File: config.mk
export PLATFORM = sky130hd
export DESIGN_NAME = alu_reservation_station_flat
export DESIGN_NICKNAME = d
export VERILOG_FILES = /design/src/rtl/rs_pkg.sv /design/src/rtl/alu_reservation_station_if.sv /design/src/rtl/rs_age_matrix.sv /design/src/rtl/alu_reservation_station.sv /design/src/flat_wrapper.sv
export SDC_FILE = /design/constraint.sdc
export NUM_CORES = 1
export LEC_CHECK = 0
export ABC_CLOCK_PERIOD_IN_PS = 30900
export CELL_PAD_IN_SITES_DETAIL_PLACEMENT = 0
export CELL_PAD_IN_SITES_GLOBAL_PLACEMENT = 1
export CORE_UTILIZATION = 30
export CTS_CLUSTER_DIAMETER = 30
export CTS_CLUSTER_SIZE = 16
export DETAILED_ROUTE_END_ITERATION = 6
export HOLD_SLACK_MARGIN = 0.1
export MAX_ROUTING_LAYER = met4
export PLACE_DENSITY_LB_ADDON = 0.1
export SYNTH_ARGS = -nofsm -noshare
export SYNTH_HDL_FRONTEND = slang
export SYNTH_SLANG_ARGS = --single-unit
File: constraint.sdc
create_clock -name clk -period 30.9 [get_ports clk]
set_clock_uncertainty 0.15 [all_clocks]
set_input_delay 3.09 -clock clk [delete_from_list [all_inputs] [get_ports clk]]
set_output_delay 3.09 -clock clk [all_outputs]
set_load 0.005 [all_outputs]
File: src/rtl/rs_pkg.sv
// Shared types and sizing constants for the ALU reservation station.
package rs_pkg;

  localparam int RS_N      = 4;
  localparam int RS_TAG_W  = 3;
  localparam int RS_OP_W   = 32;
  localparam int RS_CTRL_W = 4;

  typedef struct packed {
    logic [RS_OP_W-1:0]  value;
    logic                ready;
    logic [RS_TAG_W-1:0] tag;
  } rs_opnd_t;

  typedef struct packed {
    logic [RS_CTRL_W-1:0] ctrl;
    logic [RS_TAG_W-1:0]  rob_dest;
    rs_opnd_t             op1;
    rs_opnd_t             op2;
  } rs_entry_t;

  // Capture a CDB broadcast into an operand still waiting on that tag.
  function automatic rs_opnd_t rs_wake(rs_opnd_t o, logic cdb_valid,
                                       logic [RS_TAG_W-1:0] cdb_tag,
                                       logic [RS_OP_W-1:0] cdb_value);
    rs_wake = o;
    if (!o.ready && cdb_valid && (o.tag == cdb_tag)) begin
      rs_wake.value = cdb_value;
      rs_wake.ready = 1'b1;
    end
  endfunction

endpackage

File: src/rtl/alu_reservation_station_if.sv
// Dispatch, CDB, flush and issue-slot signals of the ALU reservation station.
interface alu_reservation_station_if
  import rs_pkg::*;
#(
  parameter int WIDTH   = RS_OP_W - 1,
  parameter int A_WIDTH = RS_CTRL_W - 1,
  parameter int ROB     = RS_TAG_W - 1,
  parameter int ALU     = RS_N - 1
);
  logic [ALU:0]     ALURequests;
  logic [WIDTH:0]   value1, value2;
  logic             ready1, ready2;
  logic [ROB:0]     rob1, rob2, robDest;
  logic [A_WIDTH:0] aluCntrl;
  logic             cdbValid;
  logic [ROB:0]     cdbTag;
  logic [WIDTH:0]   cdbValue;
  logic             flush;
  logic             issueReady;
  logic             issueValid;
  logic [WIDTH:0]   issueOp1, issueOp2;
  logic [A_WIDTH:0] issueCntrl;
  logic [ROB:0]     issueRob;
  logic [ALU:0]     ALUBusyVector;
  logic             ALUFull;

  modport master (
    output ALURequests, value1, value2, ready1, ready2, rob1, rob2, robDest,
           aluCntrl, cdbValid, cdbTag, cdbValue, flush, issueReady,
    input  issueValid, issueOp1, issueOp2, issueCntrl, issueRob,
           ALUBusyVector, ALUFull
  );

  modport slave (
    input  ALURequests, value1, value2, ready1, ready2, rob1, rob2, robDest,
           aluCntrl, cdbValid, cdbTag, cdbValue, flush, issueReady,
    output issueValid, issueOp1, issueOp2, issueCntrl, issueRob,
           ALUBusyVector, ALUFull
  );
endinterface

File: src/rtl/rs_age_matrix.sv
// Older-than matrix picking the oldest eligible entry; built only with ALU_RS_AGE_EN.
module rs_age_matrix #(
  parameter int N = 4
) (
  input  logic         clk,
  input  logic         reset,
  input  logic [N-1:0] alloc,
  input  logic [N-1:0] free,
  input  logic [N-1:0] busy,
  input  logic         flush,
  input  logic [N-1:0] eligible,
  output logic [N-1:0] grant
);
  // older[i][j] = 1: entry j was allocated before entry i
  logic [N-1:0] older [N];

  always_ff @(posedge clk or posedge reset) begin
    if (reset) begin
      for (int r = 0; r < N; r++) older[r] <= '0;
    end else if (flush) begin
      for (int r = 0; r < N; r++) older[r] <= '0;
    end else begin
      for (int r = 0; r < N; r++) begin
        if (alloc[r]) older[r] <= busy & ~free;
        else          older[r] <= older[r] & ~free;
      end
    end
  end

  always_comb begin
    grant = '0;
    for (int i = 0; i < N; i++)
      grant[i] = eligible[i] & ~|(older[i] & eligible);
  end
endmodule

File: src/rtl/alu_reservation_station.sv
// Four-entry ALU reservation station with CDB wakeup and a registered issue slot.
// ALU_RS_AGE_EN: oldest-first selection via rs_age_matrix; otherwise lowest index wins.
module alu_reservation_station
  import rs_pkg::*;
#(
  parameter int WIDTH   = RS_OP_W - 1,
  parameter int A_WIDTH = RS_CTRL_W - 1,
  parameter int ROB     = RS_TAG_W - 1,
  parameter int ALU     = RS_N - 1
) (
  input logic                      clk,
  input logic                      reset,
  alu_reservation_station_if.slave rs
);
  logic [ALU:0]     busy, alloc, eligible, grant, free;
  rs_entry_t        ent [ALU+1];
  rs_entry_t        ent_new, sel_ent;
  logic             issue_valid, load;
  logic [WIDTH:0]   issue_op1, issue_op2;
  logic [A_WIDTH:0] issue_cntrl;
  logic [ROB:0]     issue_rob;

  assign alloc = rs.ALURequests & ~busy;

  // Same-cycle bypass so an operand whose producer broadcasts now is not missed.
  always_comb begin
    ent_new          = '0;
    ent_new.ctrl     = rs.aluCntrl;
    ent_new.rob_dest = rs.robDest;
    ent_new.op1      = rs_wake('{value: rs.value1, ready: rs.ready1, tag: rs.rob1},
                               rs.cdbValid, rs.cdbTag, rs.cdbValue);
    ent_new.op2      = rs_wake('{value: rs.value2, ready: rs.ready2, tag: rs.rob2},
                               rs.cdbValid, rs.cdbTag, rs.cdbValue);
  end

  always_comb begin
    eligible = '0;
    for (int i = 0; i <= ALU; i++)
      eligible[i] = busy[i] & ent[i].op1.ready & ent[i].op2.ready;
  end

`ifdef ALU_RS_AGE_EN
  rs_age_matrix #(.N(ALU + 1)) u_age (
    .clk      (clk),
    .reset    (reset),
    .alloc    (alloc),
    .free     (free),
    .busy     (busy),
    .flush    (rs.flush),
    .eligible (eligible),
    .grant    (grant)
  );
`else
  assign grant = eligible & (-eligible);
`endif

  assign load = (|eligible) & (~issue_valid | rs.issueReady);
  assign free = load ? grant : '0;

  always_comb begin
    sel_ent = '0;
    for (int i = 0; i <= ALU; i++)
      if (grant[i]) sel_ent = ent[i];
  end

  always_ff @(posedge clk or posedge reset) begin
    if (reset) begin
      busy <= '0;
      for (int i = 0; i <= ALU; i++) ent[i] <= '0;
    end else if (rs.flush) begin
      busy <= '0;
    end else begin
      for (int i = 0; i <= ALU; i++) begin
        if (alloc[i]) begin
          ent[i]  <= ent_new;
          busy[i] <= 1'b1;
        end else begin
          if (free[i]) busy[i] <= 1'b0;
          if (busy[i]) begin
            ent[i].op1 <= rs_wake(ent[i].op1, rs.cdbValid, rs.cdbTag, rs.cdbValue);
            ent[i].op2 <= rs_wake(ent[i].op2, rs.cdbValid, rs.cdbTag, rs.cdbValue);
          end
        end
      end
    end
  end

  always_ff @(posedge clk or posedge reset) begin
    if (reset) begin
      issue_valid <= 1'b0;
      issue_op1   <= '0;
      issue_op2   <= '0;
      issue_cntrl <= '0;
      issue_rob   <= '0;
    end else if (rs.flush) begin
      issue_valid <= 1'b0;
    end else if (load) begin
      issue_valid <= 1'b1;
      issue_op1   <= sel_ent.op1.value;
      issue_op2   <= sel_ent.op2.value;
      issue_cntrl <= sel_ent.ctrl;
      issue_rob   <= sel_ent.rob_dest;
    end else if (rs.issueReady) begin
      issue_valid <= 1'b0;
    end
  end

  assign rs.issueValid    = issue_valid;
  assign rs.issueOp1      = issue_op1;
  assign rs.issueOp2      = issue_op2;
  assign rs.issueCntrl    = issue_cntrl;
  assign rs.issueRob      = issue_rob;
  assign rs.ALUBusyVector = busy;
  assign rs.ALUFull       = &busy;

  a_req_onehot: assert property (@(posedge clk) disable iff (reset) $onehot0(rs.ALURequests));
endmodule

File: src/flat_wrapper.sv
// flat-port wrapper written by rule: the top's interface ports become plain ports
module alu_reservation_station_flat import rs_pkg::*;
#(
  parameter int WIDTH   = RS_OP_W - 1,
  parameter int A_WIDTH = RS_CTRL_W - 1,
  parameter int ROB     = RS_TAG_W - 1,
  parameter int ALU     = RS_N - 1
)
  (clk, reset, rs_ALURequests, rs_value1, rs_value2, rs_ready1, rs_ready2, rs_rob1, rs_rob2, rs_robDest, rs_aluCntrl, rs_cdbValid, rs_cdbTag, rs_cdbValue, rs_flush, rs_issueReady, rs_issueValid, rs_issueOp1, rs_issueOp2, rs_issueCntrl, rs_issueRob, rs_ALUBusyVector, rs_ALUFull);
  alu_reservation_station_if #(.WIDTH(WIDTH), .A_WIDTH(A_WIDTH), .ROB(ROB), .ALU(ALU)) rs_i ();
  input logic clk;
  input logic reset;
  input wire logic [$bits(rs_i.ALURequests)-1:0] rs_ALURequests;
  input wire logic [$bits(rs_i.value1)-1:0] rs_value1;
  input wire logic [$bits(rs_i.value2)-1:0] rs_value2;
  input wire logic [$bits(rs_i.ready1)-1:0] rs_ready1;
  input wire logic [$bits(rs_i.ready2)-1:0] rs_ready2;
  input wire logic [$bits(rs_i.rob1)-1:0] rs_rob1;
  input wire logic [$bits(rs_i.rob2)-1:0] rs_rob2;
  input wire logic [$bits(rs_i.robDest)-1:0] rs_robDest;
  input wire logic [$bits(rs_i.aluCntrl)-1:0] rs_aluCntrl;
  input wire logic [$bits(rs_i.cdbValid)-1:0] rs_cdbValid;
  input wire logic [$bits(rs_i.cdbTag)-1:0] rs_cdbTag;
  input wire logic [$bits(rs_i.cdbValue)-1:0] rs_cdbValue;
  input wire logic [$bits(rs_i.flush)-1:0] rs_flush;
  input wire logic [$bits(rs_i.issueReady)-1:0] rs_issueReady;
  output wire logic [$bits(rs_i.issueValid)-1:0] rs_issueValid;
  output wire logic [$bits(rs_i.issueOp1)-1:0] rs_issueOp1;
  output wire logic [$bits(rs_i.issueOp2)-1:0] rs_issueOp2;
  output wire logic [$bits(rs_i.issueCntrl)-1:0] rs_issueCntrl;
  output wire logic [$bits(rs_i.issueRob)-1:0] rs_issueRob;
  output wire logic [$bits(rs_i.ALUBusyVector)-1:0] rs_ALUBusyVector;
  output wire logic [$bits(rs_i.ALUFull)-1:0] rs_ALUFull;
  assign rs_i.ALURequests = rs_ALURequests;
  assign rs_i.value1 = rs_value1;
  assign rs_i.value2 = rs_value2;
  assign rs_i.ready1 = rs_ready1;
  assign rs_i.ready2 = rs_ready2;
  assign rs_i.rob1 = rs_rob1;
  assign rs_i.rob2 = rs_rob2;
  assign rs_i.robDest = rs_robDest;
  assign rs_i.aluCntrl = rs_aluCntrl;
  assign rs_i.cdbValid = rs_cdbValid;
  assign rs_i.cdbTag = rs_cdbTag;
  assign rs_i.cdbValue = rs_cdbValue;
  assign rs_i.flush = rs_flush;
  assign rs_i.issueReady = rs_issueReady;
  assign rs_issueValid = rs_i.issueValid;
  assign rs_issueOp1 = rs_i.issueOp1;
  assign rs_issueOp2 = rs_i.issueOp2;
  assign rs_issueCntrl = rs_i.issueCntrl;
  assign rs_issueRob = rs_i.issueRob;
  assign rs_ALUBusyVector = rs_i.ALUBusyVector;
  assign rs_ALUFull = rs_i.ALUFull;
  alu_reservation_station #(.WIDTH(WIDTH), .A_WIDTH(A_WIDTH), .ROB(ROB), .ALU(ALU)) u_core (.clk(clk), .reset(reset), .rs(rs_i));
endmodule
==> results.sh <==
export IMPL_status="finished clean"
export IMPL_antenna_found_initial=8
export IMPL_ys_seq_elements=392
export IMPL_cts_setup_buffers=0
export IMPL_yosysWarnings=0
export IMPL_gp_congestion=0.787
export IMPL_tns_ns=0
export IMPL_synth_top_area_cell="dfrtp_1"
export IMPL_max_freq_mhz=162
export IMPL_clock_root_buffer="clkbuf_16"
export IMPL_switching_share_pct=28.8
export IMPL_slew_violations=0
export IMPL_cp_start_kind="input pin"
export IMPL_routedWlPerCell_um=24.2
export IMPL_io_pins=200
export IMPL_die_area_um2=68600
export IMPL_setup_viol=0
export IMPL_hp_class="reg2reg"
export IMPL_drt_iter0_markers=1073
export IMPL_p_leak_nw=12.0
export IMPL_yosysUniqueCellTypes=38
export IMPL_cp_slowest_cell="nor2_4"
export IMPL_synth_seq_area_share_pct=48.4
export IMPL_area_growth_pct=33.1
export IMPL_yosysMostFrequentCell="dfrtp_1"
export IMPL_die_x_um=262
export IMPL_yosysTopAreaCellShare_pct=48.4
export IMPL_cp_max_fo=49
export IMPL_cts_buffers=117
export IMPL_maxCapViolations=0
export IMPL_fin_nets=2299
export IMPL_finalHoldViolations=0
export IMPL_irDropWorstVdd_uv=51.8
export IMPL_clock_sinks=392
export IMPL_clockBufferDepth=3
export IMPL_rsz0062_at_grt="false"
export IMPL_path_cells="clkdlybuf4s50_1 > nor2_4 > and2_2 > buf_4 > a31oi_1"
export IMPL_overflow=0
export IMPL_grt_usage_pct=23.3
export IMPL_cp_required_ns=31.21
export IMPL_drc=0
export IMPL_grt_max_degree=86
export IMPL_dp_hpwl_mm=44.2
export IMPL_max_slew_margin_rel_pct=23.3
export IMPL_netlist_area_um2=20300
export IMPL_core_um2=66300
export IMPL_clk_latency_ns=0.65
export IMPL_path_clk_slew_ns=0.04
export IMPL_arrival_ns=6.48
export IMPL_p_seq_share_pct=29.9
export IMPL_p_per_area_nw_per_um2=92.4
export IMPL_ant_nets=0
export IMPL_holdBufCountCts=0
export IMPL_drt_total_wl_mm=76.1
export IMPL_synthArstFlopShare_pct=100
export IMPL_path_class="in2reg"
export IMPL_port_buffers=199
export IMPL_h_tree_depth=3
export IMPL_worst_pin_slew_ns=1.15
export IMPL_combPwrFrac_pct=21.6
export IMPL_critical_path_top_delay_family="buffers and inverters"
export IMPL_min_period_over_period_pct=20.0
export IMPL_die_h_um=262
export IMPL_fin_area_um2=27000
export IMPL_synth_nets=2142
export IMPL_critPathMaxStageDelay_ns=0.86
export IMPL_cts_resized=0
export IMPL_synth_area_leaders="dfrtp_1 (48%), mux2i_1 (15%), o21ai_1 (6.3%)"
export IMPL_start_util_pct=30.5
export IMPL_first_pass_iters=5
export IMPL_drive_gt1_share_pct=14.3
export IMPL_synth_edff_count=0
export IMPL_synthCells=2019
export IMPL_critPathBufInv=2
export IMPL_avgSynthCellArea_um2=10.0
export IMPL_cp_end_kind="flop"
export IMPL_grt_pass1_wl_mm=115
export IMPL_dpl_instance_area_um2=22900
export IMPL_min_period_ns=6.18
export IMPL_via_per_inst=5.19
export IMPL_cts_tree="yes"
export IMPL_ys_flop_type="dfrtp_1"
export IMPL_switchingPower_mw=0.717
export IMPL_p_int_mw=1.78
export IMPL_grt_pass1_vias=17100
export IMPL_power_frac_clock_pct=48.5
export IMPL_synth_commonest_cells="dfrtp_1 (392), nand2_1 (332), mux2i_1 (313), o21ai_1 (256), a21oi_1 (147)"
export IMPL_vias=16300
export IMPL_std_cell_rows=94
path summary, 6_finish.rpt:
kind | startpoint | to | slack [ns] | depth (start not counted)
hold reg to reg | u_core.ent[45]$_DFFE_PP0P_ | u_core.ent[45]$_DFFE_PP0P_ | 0.33 | 2
min in group asynchronous | reset | u_core.ent[216]$_DFFE_PP0P_ | 2.82 | 2
setup / recovery | rs_flush | u_core.rs.issueOp2[26]$_DFFE_PP0P_ | 24.72 | 5
max in group asynchronous | reset | u_core.ent[87]$_DFFE_PP0P_ | 25.72 | 4
setup reg to reg | u_core.rs.ALUBusyVector[2]$_DFFE_PP0P_ | u_core.rs.issueOp2[26]$_DFFE_PP0P_ | 27.40 | 5
hold / removal | u_core.ent[45]$_DFFE_PP0P_ | u_core.ent[45]$_DFFE_PP0P_ | 0.33 | 2
layout make-up:
class	count	area, um2
fill	6521	39400
clock buffer	181	3590
multi-input combinational	1416	9630
sequential	392	9810
timing repair buffer	244	2330
antenna	7	17.5
tap	864	1080
inverter	5	26.3
clock inverter	34	478
stage by stage:
step	hold WS, ns	power (mW)	worst slack, ns	util [%]	instances
after global placement	0.315	1.29	24.11	34.5	2921
after floorplan	0.305	1.03	16.76	-	2019
final	0.329	2.49	24.72	40.6	3143
after CTS	0.334	2.52	24.70	40.6	3136
after global routing	0.349	2.62	24.51	40.6	3143
after detailed placement	0.325	1.29	24.03	34.5	2921
power groups by stage:
stage | clock, mW | sequential, mW | combinational, mW
after floorplan | 0 | 0.725 | 0.308
after global placement | 0 | 0.749 | 0.537
after detailed placement | 0 | 0.751 | 0.544
after CTS | 1.23 | 0.747 | 0.545
after global routing | 1.26 | 0.763 | 0.590
final | 1.21 | 0.746 | 0.537
sequential cells by signal, summed over array words and instances (netlist names):
register                 flops
u_core.rs.issueOp2          32
u_core.rs.issueValid         1
u_core.rs.ALUBusyVector      4
u_core.rs.issueRob           3
u_core.ent                 316
u_core.rs.issueCntrl         4
u_core.rs.issueOp1          32
worst reg2reg max path: stages, from the launching register on:
cell,delay [ns]
dfrtp_1,0.59
nand3_4,0.62
nand4_1,0.39
and2_2,0.60
buf_4,0.72
a31oi_1,0.25
routing by layer:
layer | vias to the layer above | global-route usage, % | share of wire [%]
li1 | 7582 | - | -
met4 | 0 | 7.03 | 1.9
met1 | 8204 | 30.6 | 46
met5 | - | - | 0
met3 | 101 | 4.23 | 4.8
met2 | 427 | 36.6 | 47
layout by cell type, fill, tap and decap left out, types with 7 or more instances in the layout:
cell / Yosys / routed
clkbuf_16: 0 / 120
buf_4: 17 / 45
a221o_1: 57 / 57
clkbuf_1: 129 / 25
bufinv_16: 0 / 11
nand3_1: 16 / 15
clkbuf_8: 0 / 36
clkdlybuf4s50_1: 0 / 199
a21oi_1: 147 / 147
diode_2: 0 / 7
a41oi_4: 0 / 12
mux2i_1: 313 / 313
a31oi_1: 72 / 72
mux2_2: 56 / 56
nor2_1: 62 / 60
nand2_1: 332 / 331
o21ai_1: 256 / 256
xnor2_1: 27 / 27
clkinv_2: 0 / 20
dfrtp_1: 392 / 392
nor2b_1: 7 / 7
nor4bb_1: 8 / 8
o2bb2ai_1: 14 / 14
kinds of logic (layout without fill, tap and decap cells):
family                 count (synthesis)  in the layout  share of synthesized area, %
other                                  0              7                             0
AND/OR/NAND/NOR                      452            452                          9.39
multiplexers                         369            369                          18.6
flip-flops                           392            392                          48.4
buffers and inverters                211            464                          5.23
AO/OA/AOI/OAI                        565            565                          16.9
XOR/XNOR                              30             30                          1.46
Power figures use the tool's default switching activity.
